<file path="config.mk">
export PLATFORM = sky130hd
export DESIGN_NAME = wfg_core_multi
export DESIGN_NICKNAME = d
export VERILOG_FILES = /design/src/rtl/wfg_core_multi.sv
export SDC_FILE = /design/constraint.sdc
export NUM_CORES = 1
export LEC_CHECK = 0
export CAP_MARGIN = 10
export CELL_PAD_IN_SITES_DETAIL_PLACEMENT = 0
export CELL_PAD_IN_SITES_GLOBAL_PLACEMENT = 1
export CORE_AREA = 2 2 151 153
export DETAILED_ROUTE_END_ITERATION = 10
export DIE_AREA = 0 0 153 155
export GPL_ROUTABILITY_DRIVEN = 1
export MAX_ROUTING_LAYER = met4
export PLACE_DENSITY = 0.8
export SYNTH_ARGS = -nofsm -noshare
export SYNTH_HDL_FRONTEND = slang
export SYNTH_SLANG_ARGS = --single-unit
</file>
<file path="constraint.sdc">
create_clock -name wb_clk_i -period 2.6 [get_ports wb_clk_i]
set_clock_uncertainty 0.2 [all_clocks]
set_input_delay 0.52 -clock wb_clk_i [delete_from_list [all_inputs] [get_ports wb_clk_i]]
set_output_delay 0.52 -clock wb_clk_i [all_outputs]
set_load 0.02 [all_outputs]
</file>
<file path="src/rtl/wfg_core_multi.sv">
// wfg_core_multi: NCH independent waveform timing channels behind a Wishbone register file.
// Optional feature macro WFG_CORE_PHASE_EN adds per-channel PHASE registers (start offset).
`timescale 1ns/1ps
module wfg_core_multi #(
  parameter int BUSW  = 32,
  parameter int NCH   = 2,
  parameter int CNTW  = 16,
  parameter int SYNCW = 8
) (
  input  logic                  wb_clk_i,
  input  logic                  wb_rst_i,
  input  logic                  wbs_stb_i,
  input  logic                  wbs_cyc_i,
  input  logic                  wbs_we_i,
  input  logic [3:0]            wbs_sel_i,
  input  logic [BUSW-1:0]       wbs_dat_i,
  input  logic [BUSW-1:0]       wbs_adr_i,
  output logic                  wbs_ack_o,
  output logic [BUSW-1:0]       wbs_dat_o,
  output logic [NCH-1:0]        wfg_pat_sync_o,
  output logic [NCH-1:0]        wfg_pat_subcycle_o,
  output logic [NCH-1:0]        wfg_pat_start_o,
  output logic [NCH*SYNCW-1:0]  wfg_pat_subcycle_cnt_o,
  output logic [NCH-1:0]        active_o
);

  logic                 ack_q;
  logic [BUSW-1:0]      dat_q;
  logic [BUSW-1:0]      rd_d;
  logic [NCH-1:0]       en_q;
  logic [CNTW-1:0]      subcyc_q [NCH];
  logic [SYNCW-1:0]     syncw_q  [NCH];
`ifdef WFG_CORE_PHASE_EN
  logic [CNTW-1:0]      phase_q  [NCH];
  logic [NCH-1:0]       wr_phase;
`endif
  logic                 req;
  logic [7:0]           adr;
  logic                 wr_ctrl;
  logic [NCH-1:0]       wr_sub;
  logic [NCH-1:0]       wr_sync;
  logic                 unused_ok;

  // Handshake: a request is stb&cyc while no ack is outstanding; ack_q rises on the
  // next edge for one cycle, the write commits on that same edge, and read data is
  // registered alongside it. The cycle after an ack never acks.
  assign req       = wbs_stb_i & wbs_cyc_i & ~ack_q;
  assign adr       = wbs_adr_i[7:0];
  assign unused_ok = ^{wbs_sel_i, wbs_adr_i[BUSW-1:8], wbs_dat_i};

  always_comb begin
    rd_d     = '0;
    wr_ctrl  = req & wbs_we_i & (adr == 8'h00);
    wr_sub   = '0;
    wr_sync  = '0;
`ifdef WFG_CORE_PHASE_EN
    wr_phase = '0;
`endif
    if (adr == 8'h00) rd_d[NCH-1:0] = en_q;
    if (adr == 8'h04) rd_d[NCH-1:0] = active_o;
    for (int ch = 0; ch < NCH; ch++) begin
      if (adr == 8'((ch + 1) * 16)) begin
        rd_d[CNTW-1:0] = subcyc_q[ch];
        wr_sub[ch]     = req & wbs_we_i;
      end
      if (adr == 8'((ch + 1) * 16 + 4)) begin
        rd_d[SYNCW-1:0] = syncw_q[ch];
        wr_sync[ch]     = req & wbs_we_i;
      end
`ifdef WFG_CORE_PHASE_EN
      if (adr == 8'((ch + 1) * 16 + 8)) begin
        rd_d[CNTW-1:0] = phase_q[ch];
        wr_phase[ch]   = req & wbs_we_i;
      end
`endif
    end
  end

  always_ff @(posedge wb_clk_i) begin
    if (wb_rst_i) begin
      ack_q <= 1'b0;
      dat_q <= '0;
      en_q  <= '0;
      for (int ch = 0; ch < NCH; ch++) begin
        subcyc_q[ch] <= '0;
        syncw_q[ch]  <= '0;
`ifdef WFG_CORE_PHASE_EN
        phase_q[ch]  <= '0;
`endif
      end
    end else begin
      ack_q <= req;
      dat_q <= req ? rd_d : '0;
      if (wr_ctrl) en_q <= wbs_dat_i[NCH-1:0];
      for (int ch = 0; ch < NCH; ch++) begin
        if (wr_sub[ch])   subcyc_q[ch] <= wbs_dat_i[CNTW-1:0];
        if (wr_sync[ch])  syncw_q[ch]  <= wbs_dat_i[SYNCW-1:0];
`ifdef WFG_CORE_PHASE_EN
        if (wr_phase[ch]) phase_q[ch]  <= wbs_dat_i[CNTW-1:0];
`endif
      end
    end
  end

  assign wbs_ack_o = ack_q;
  assign wbs_dat_o = dat_q;

  for (genvar g = 0; g < NCH; g++) begin : g_ch
    logic             active_q;
    logic             start_q;
    logic             sub_q;
    logic             syncp_q;
    logic [CNTW-1:0]  pc_q;
    logic [CNTW-1:0]  sh_sub_q;
    logic [CNTW-1:0]  pc_init;
    logic [SYNCW-1:0] scnt_q;
    logic [SYNCW-1:0] sh_sync_q;

`ifdef WFG_CORE_PHASE_EN
    assign pc_init = (phase_q[g] > subcyc_q[g]) ? subcyc_q[g] : phase_q[g];
`else
    assign pc_init = '0;
`endif

    // Shadows only reload at their own wrap, so config writes never cut a period short.
    always_ff @(posedge wb_clk_i) begin
      if (wb_rst_i) begin
        active_q  <= 1'b0;
        start_q   <= 1'b0;
        sub_q     <= 1'b0;
        syncp_q   <= 1'b0;
        pc_q      <= '0;
        scnt_q    <= '0;
        sh_sub_q  <= '0;
        sh_sync_q <= '0;
      end else if (!en_q[g]) begin
        active_q  <= 1'b0;
        start_q   <= 1'b0;
        sub_q     <= 1'b0;
        syncp_q   <= 1'b0;
        pc_q      <= '0;
        scnt_q    <= '0;
      end else if (!active_q) begin
        active_q  <= 1'b1;
        start_q   <= 1'b1;
        sub_q     <= 1'b0;
        syncp_q   <= 1'b0;
        pc_q      <= pc_init;
        scnt_q    <= '0;
        sh_sub_q  <= subcyc_q[g];
        sh_sync_q <= syncw_q[g];
      end else begin
        start_q <= 1'b0;
        if (pc_q == sh_sub_q) begin
          pc_q     <= '0;
          sub_q    <= 1'b1;
          sh_sub_q <= subcyc_q[g];
          if (scnt_q == sh_sync_q) begin
            scnt_q    <= '0;
            syncp_q   <= 1'b1;
            sh_sync_q <= syncw_q[g];
          end else begin
            scnt_q  <= scnt_q + SYNCW'(1);
            syncp_q <= 1'b0;
          end
        end else begin
          pc_q    <= pc_q + CNTW'(1);
          sub_q   <= 1'b0;
          syncp_q <= 1'b0;
        end
      end
    end

    assign active_o[g]                              = active_q;
    assign wfg_pat_start_o[g]                       = start_q;
    assign wfg_pat_subcycle_o[g]                    = sub_q;
    assign wfg_pat_sync_o[g]                        = syncp_q;
    assign wfg_pat_subcycle_cnt_o[g*SYNCW +: SYNCW] = scnt_q;
  end

endmodule

</file>
# == Yosys cells after proc, flatten, opt, wreduce, memory -nomap -nowiden ==
# Memory sizes are Yosys's and may differ from the RTL's.
# Index checks and enable logic that the tools add are counted.
# totals
register_bits,139
ram_bits,48
wordCells,117
n_memories,2
# op_classes
n_addsub,4
n_eq_ne,13
muxes,48
bitwise_logic,16
n_reduce_logical,14
# memory_table
name,depth,word_bits,rd,rd_clocked_by_memory_dff,wr,line,text
subcyc_q,2,16,2,0,2,31,logic [CNTW-1:0] subcyc_q [NCH];
syncw_q,2,8,2,0,2,32,logic [SYNCW-1:0] syncw_q [NCH];
# op_table
operator,n
two-way mux 16 bit,8
two-way mux 8 bit,12
adder 16 x 1 -> 16 bit (second input constant),2
equality test 16 bit,2
two-way mux 1 bit,26
adder 8 x 1 -> 8 bit (second input constant),2
equality test 8 x 5 -> 1 bit (second input constant),2
equality test 8 x 6 -> 1 bit (second input constant),2
equality test 8 bit,2
OR reduction 4 bit,4
equality test 8 x 3 -> 1 bit (second input constant),1
zero test 8 bit,1
!= test 2 x 1 -> 1 bit (second input constant),4
NOT 1 bit,8
AND reduction 3 bit,2
OR reduction 2 bit,3
OR reduction 3 bit,2
AND 1 bit,4
two-way mux 2 bit,2
bitwise OR 1 bit,4
AND reduction 2 bit,2

# == Longest topological paths before layout ==
# logic_depth
depth_word,8
ltp_mapped,8
mapped_depth_nobuf,6

# == Worst setup path after synthesis ==
# OpenSTA, ideal clock, no wires.
# synth_timing
path_kind,in2reg
from,input port wbs_adr_i[1]
to,"memory subcyc_q[0][0], enable pin"
setup_time_ps,367
arrival_ps,1968
required_time_ps,2033
path_slack_ps,65
cell_stages,5
path_buffers,2
path_cell_list,nor4_1 and2_1 clkbuf_1 clkbuf_1 a21o_1
# synth_rtl
element,line,text
"start, declared",17,"input logic [BUSW-1:0] wbs_adr_i,"
"end, declared",31,

# == Worst setup path in the final report ==
# layout_timing
from,register g_ch[1].active_q
to,output port active_o[1]
# layout_rtl
element,line,text
"start, declared",109,logic active_q;
"start signal, assigned",128,active_q <= 1'b0;
"start signal, assigned",137,active_q <= 1'b0;
"start signal, assigned",144,active_q <= 1'b1;
"end, declared",24,output logic [NCH-1:0] active_o
# No word-level cell between the ends.

==> impl_results.md <==
* Outcome: finished, final reports clean
* Final GP Congestion at 0.817
* DP Area at 0.00874 mm^2
* R2R depth at 6
* Tmin final at 2.37 ns
* Max Clk Rate at 422 MHz
* Largest family of logic cells by synthesized area: simple AND/OR/NAND/NOR gates
* Int Power at 4230 uW
* Hold Path Origin: wb_rst_i
* Mapped Cells at 740
* Clock tree buffer depth at 2
* Layout cells sized above 1 at 8.88%
* Diode count at 0
* WL per Instance at 14.7 um
* Largest net degree at the start of global routing at 52
* Crit. End Element: output pin
* Reg-to-reg slack, setup at 0.34 ns
* CTS tree: done
* Die W at 153 um
* Hold Vio Cnt, Final at 0
* Clk sinks at 171
* PwrDens at 583 mW/mm^2
* Compound-gate portion of the synthesized area at 6.69%
* Drt via density at 4.77
* Full die area at 0.0237 mm^2
* CP max FO at 7
* Hpwl dp at 11,600 um
* Grt ovf at 0
* Net Switching at 1190 uW
* Total iterations of the first detailed-routing run at 4
* DRT antenna net count at 0
* Ys Warns at 0
* Nets at 897
* First-iteration detailed-routing DRC count at 365
* Clk slew on worst S/H paths at 0.07 ns
* Unrepaired setup endpoints after global routing: no
* H-tree Lvls at 4
* XOR/XNOR share of the synthesized area at 8.68%
* # hold bufs at CTS at 0
* Vias in the first global route at 5,155
* Share of the yosys chip area belonging to registers at 50.9%
* Port buffer count at 69
* Slew headroom at 55.7%
* Startpoint Class: register
* Die Y at 155 um
* Comb power frac at 3.4%
* Vias at 5,333
* Pwr Total at 5420 uW
* Slowest cell on crit path: clkdlybuf4s50_1
* Fraction of the mapped netlist area in simple logic gates at 21.6%
* # Post-CTS Setup Buffers at 0
* Worst Hold Endpoint: g_ch[0].active_q
* Reg2Reg Launch Point: g_ch[0].pc_q[13]
* Routed Wire Length at 16,400 um
* CP bufs+invs at 1
* Remaining DRCs at 0
* I/O pin count at 130
* P&R area growth vs syn at 21.4%
* Initial antenna violation count at 0
* Setup TNS at 0 ns
* CP max stage delay at 0.69 ns
* Maximum VDD drop at 0.000335 V
* Post-synth EDFFs at 48
* Synth top area share at 32.1%
* Cell Chain, Critical Path: clkdlybuf4s50_1
* # fillers at 2,154
* Row cnt at 55
* Top cells by area, synth: dfxtp_1 32%, edfxtp_1 19%, nand2b_1 7.8%
* Clock Latency Late Sink at 0.43 ns
* Post-cts repair resize count at 0
* LEAKAGE at 0.00346 uW
* First-pass GRT wire length at 26,500 um
* Final period util at 91.1%
* WP data arrival at 1.65 ns
* Yosys reg bits at 171
* Clk pwr share at 45.3%
* Reg power frac at 51.3%
* Synth cell types at 47
* Final Util at 41.9%
* Initial Utilization at 34.5%
* CP top delay family: buffers and inverters
* Final slew viol count at 0
* Adder-Cell Fraction of Synth Area at 0.653%
* Switching portion of total power at 22.0%
* Total GRT Usage at 14.4%
* Least-Margin Pin Slew at 0.664 ns
* Synth Cell Area at 0.00766 mm^2
* Synth Flop Type: dfxtp_1
* CP Launch Point: g_ch[1].active_q
* Reg-to-Reg End: g_ch[0].scnt_q[6]
* CTS root buf: clkbuf_16
* Setup violations, final at 0
* Final instance area at 0.00931 mm^2
* Core ar. at 0.0222 mm^2
* Hold depth at 2
* Setup CP Type: reg -> out
* CP required at 1.88 ns
* Mux contribution to synthesized area at 6.66%
* Area leader, netlist: dfxtp_1
* Synth async-reset ratio at 0%
* Num CTS Buffers at 17
* Hold Path Class: in -> reg
* Mapped Avg Cell Area at 10.4 um^2
* Max-cap violations at 0
cells in the final DEF, fill, tap and decap left out, drive strengths merged, types with 22 or more instances in the layout:
cell / synthesis / layout
a21oi: 29 / 29
a22oi: 22 / 22
and2: 26 / 26
buf: 32 / 34
clkdlybuf4s50: 0 / 68
dfxtp: 123 / 123
edfxtp: 48 / 48
mux2i: 51 / 51
nand2b: 96 / 96
nor2: 58 / 58
xor2: 61 / 61
registers in the layout (all words and copies together) (netlist names):
| signal | count |
|---|---|
| syncw_q | 16 |
| g_ch.sub_q | 2 |
| g_ch.active_q | 2 |
| wbs_dat_o | 16 |
| wbs_ack_o | 1 |
| g_ch.start_q | 2 |
| g_ch.scnt_q | 16 |
| subcyc_q | 32 |
| g_ch.sh_sub_q | 32 |
| g_ch.sh_sync_q | 16 |
| g_ch.syncp_q | 2 |
| en_q | 2 |
| g_ch.pc_q | 32 |
worst max path at each step:
stage	slack (ns)	to	cells after the start
floorplan	0.07	subcyc_q[0][0]	5
global placement	0.03	subcyc_q[0][24]	8
detailed placement	0.01	syncw_q[0][6]	7
CTS	0.20	active_o[1]	1
global route	0.17	active_o[1]	1
finish	0.23	active_o[1]	1
stage by stage:
step	hold WS [ns]	setup WS, ns	std cells
after global routing	0.235	0.171	1118
final	0.249	0.232	1118
after global placement	0.252	0.0290	1086
after CTS	0.234	0.201	1118
after floorplan	0.236	0.0651	755
after detailed placement	0.266	0.0135	1086
power groups by stage:
stage / registers, uW / logic, uW / clock network (uW)
after CTS: 2780 / 183 / 2500
after global placement: 2840 / 181 / 0
final: 2780 / 184 / 2450
after global routing: 2790 / 198 / 2620
after detailed placement: 2840 / 182 / 0
after floorplan: 2830 / 113 / 0
routing by layer:
metal / up-vias / routed length, um / track usage, %
met5: - / 0 / -
li1: 2680 / - / -
met4: 0 / 196 / 4.37
met3: 15 / 740 / 2.84
met2: 135 / 7280 / 21.2
met1: 2503 / 8160 / 20.0
layout make-up:
| cell class | instances | area [um^2] | share of cell area, % |
|---|---|---|---|
| repair buffers | 102 | 983 | 10.6 |
| flip-flops and latches | 171 | 3900 | 41.9 |
| clock buffers | 20 | 457 | 4.91 |
| clock inverters | 12 | 110 | 1.18 |
| well taps | 285 | 357 | 3.83 |
| multi-input cells | 517 | 3460 | 37.1 |
| inverters | 11 | 41.3 | 0.444 |
cells by family (layout without fill, tap and decap cells):
| group | count (synthesis) | after routing |
|---|---|---|
| AO/OA/AOI/OAI | 80 | 80 |
| XOR/XNOR | 76 | 76 |
| adder cells (fa/ha/maj) | 4 | 4 |
| buffers and inverters | 67 | 145 |
| flip-flops | 171 | 171 |
| multiplexers | 51 | 51 |
| other | 1 | 16 |
| AND/OR/NAND/NOR | 290 | 290 |
synth_stat cells (2+ instances only):
library cell  instances
nor4_2                2
a21oi_2               2
mux2i_1              51
nand4bb_1             3
a21boi_0              2
and3_1                8
nand2b_1             96
a21o_1                4
ha_1                  4
or4b_1                2
nor4_1               12
o22ai_2               2
nor3_1               11
nand2_1              19
xor2_1               61
edfxtp_1             48
a221oi_1              2
and2_1               26
buf_4                26
nor2b_1               3
xnor2_1              15
clkbuf_1             24
or3_1                 5
a21oi_1              27
and4_1                6
o21ai_0              15
nand4_1              10
a22oi_1              22
nor2_1               58
buf_2                 4
nand3b_1              2
nand3_1              21
dfxtp_1             123
inv_1                11
Note: power is estimated with default switching activity, not from simulation.
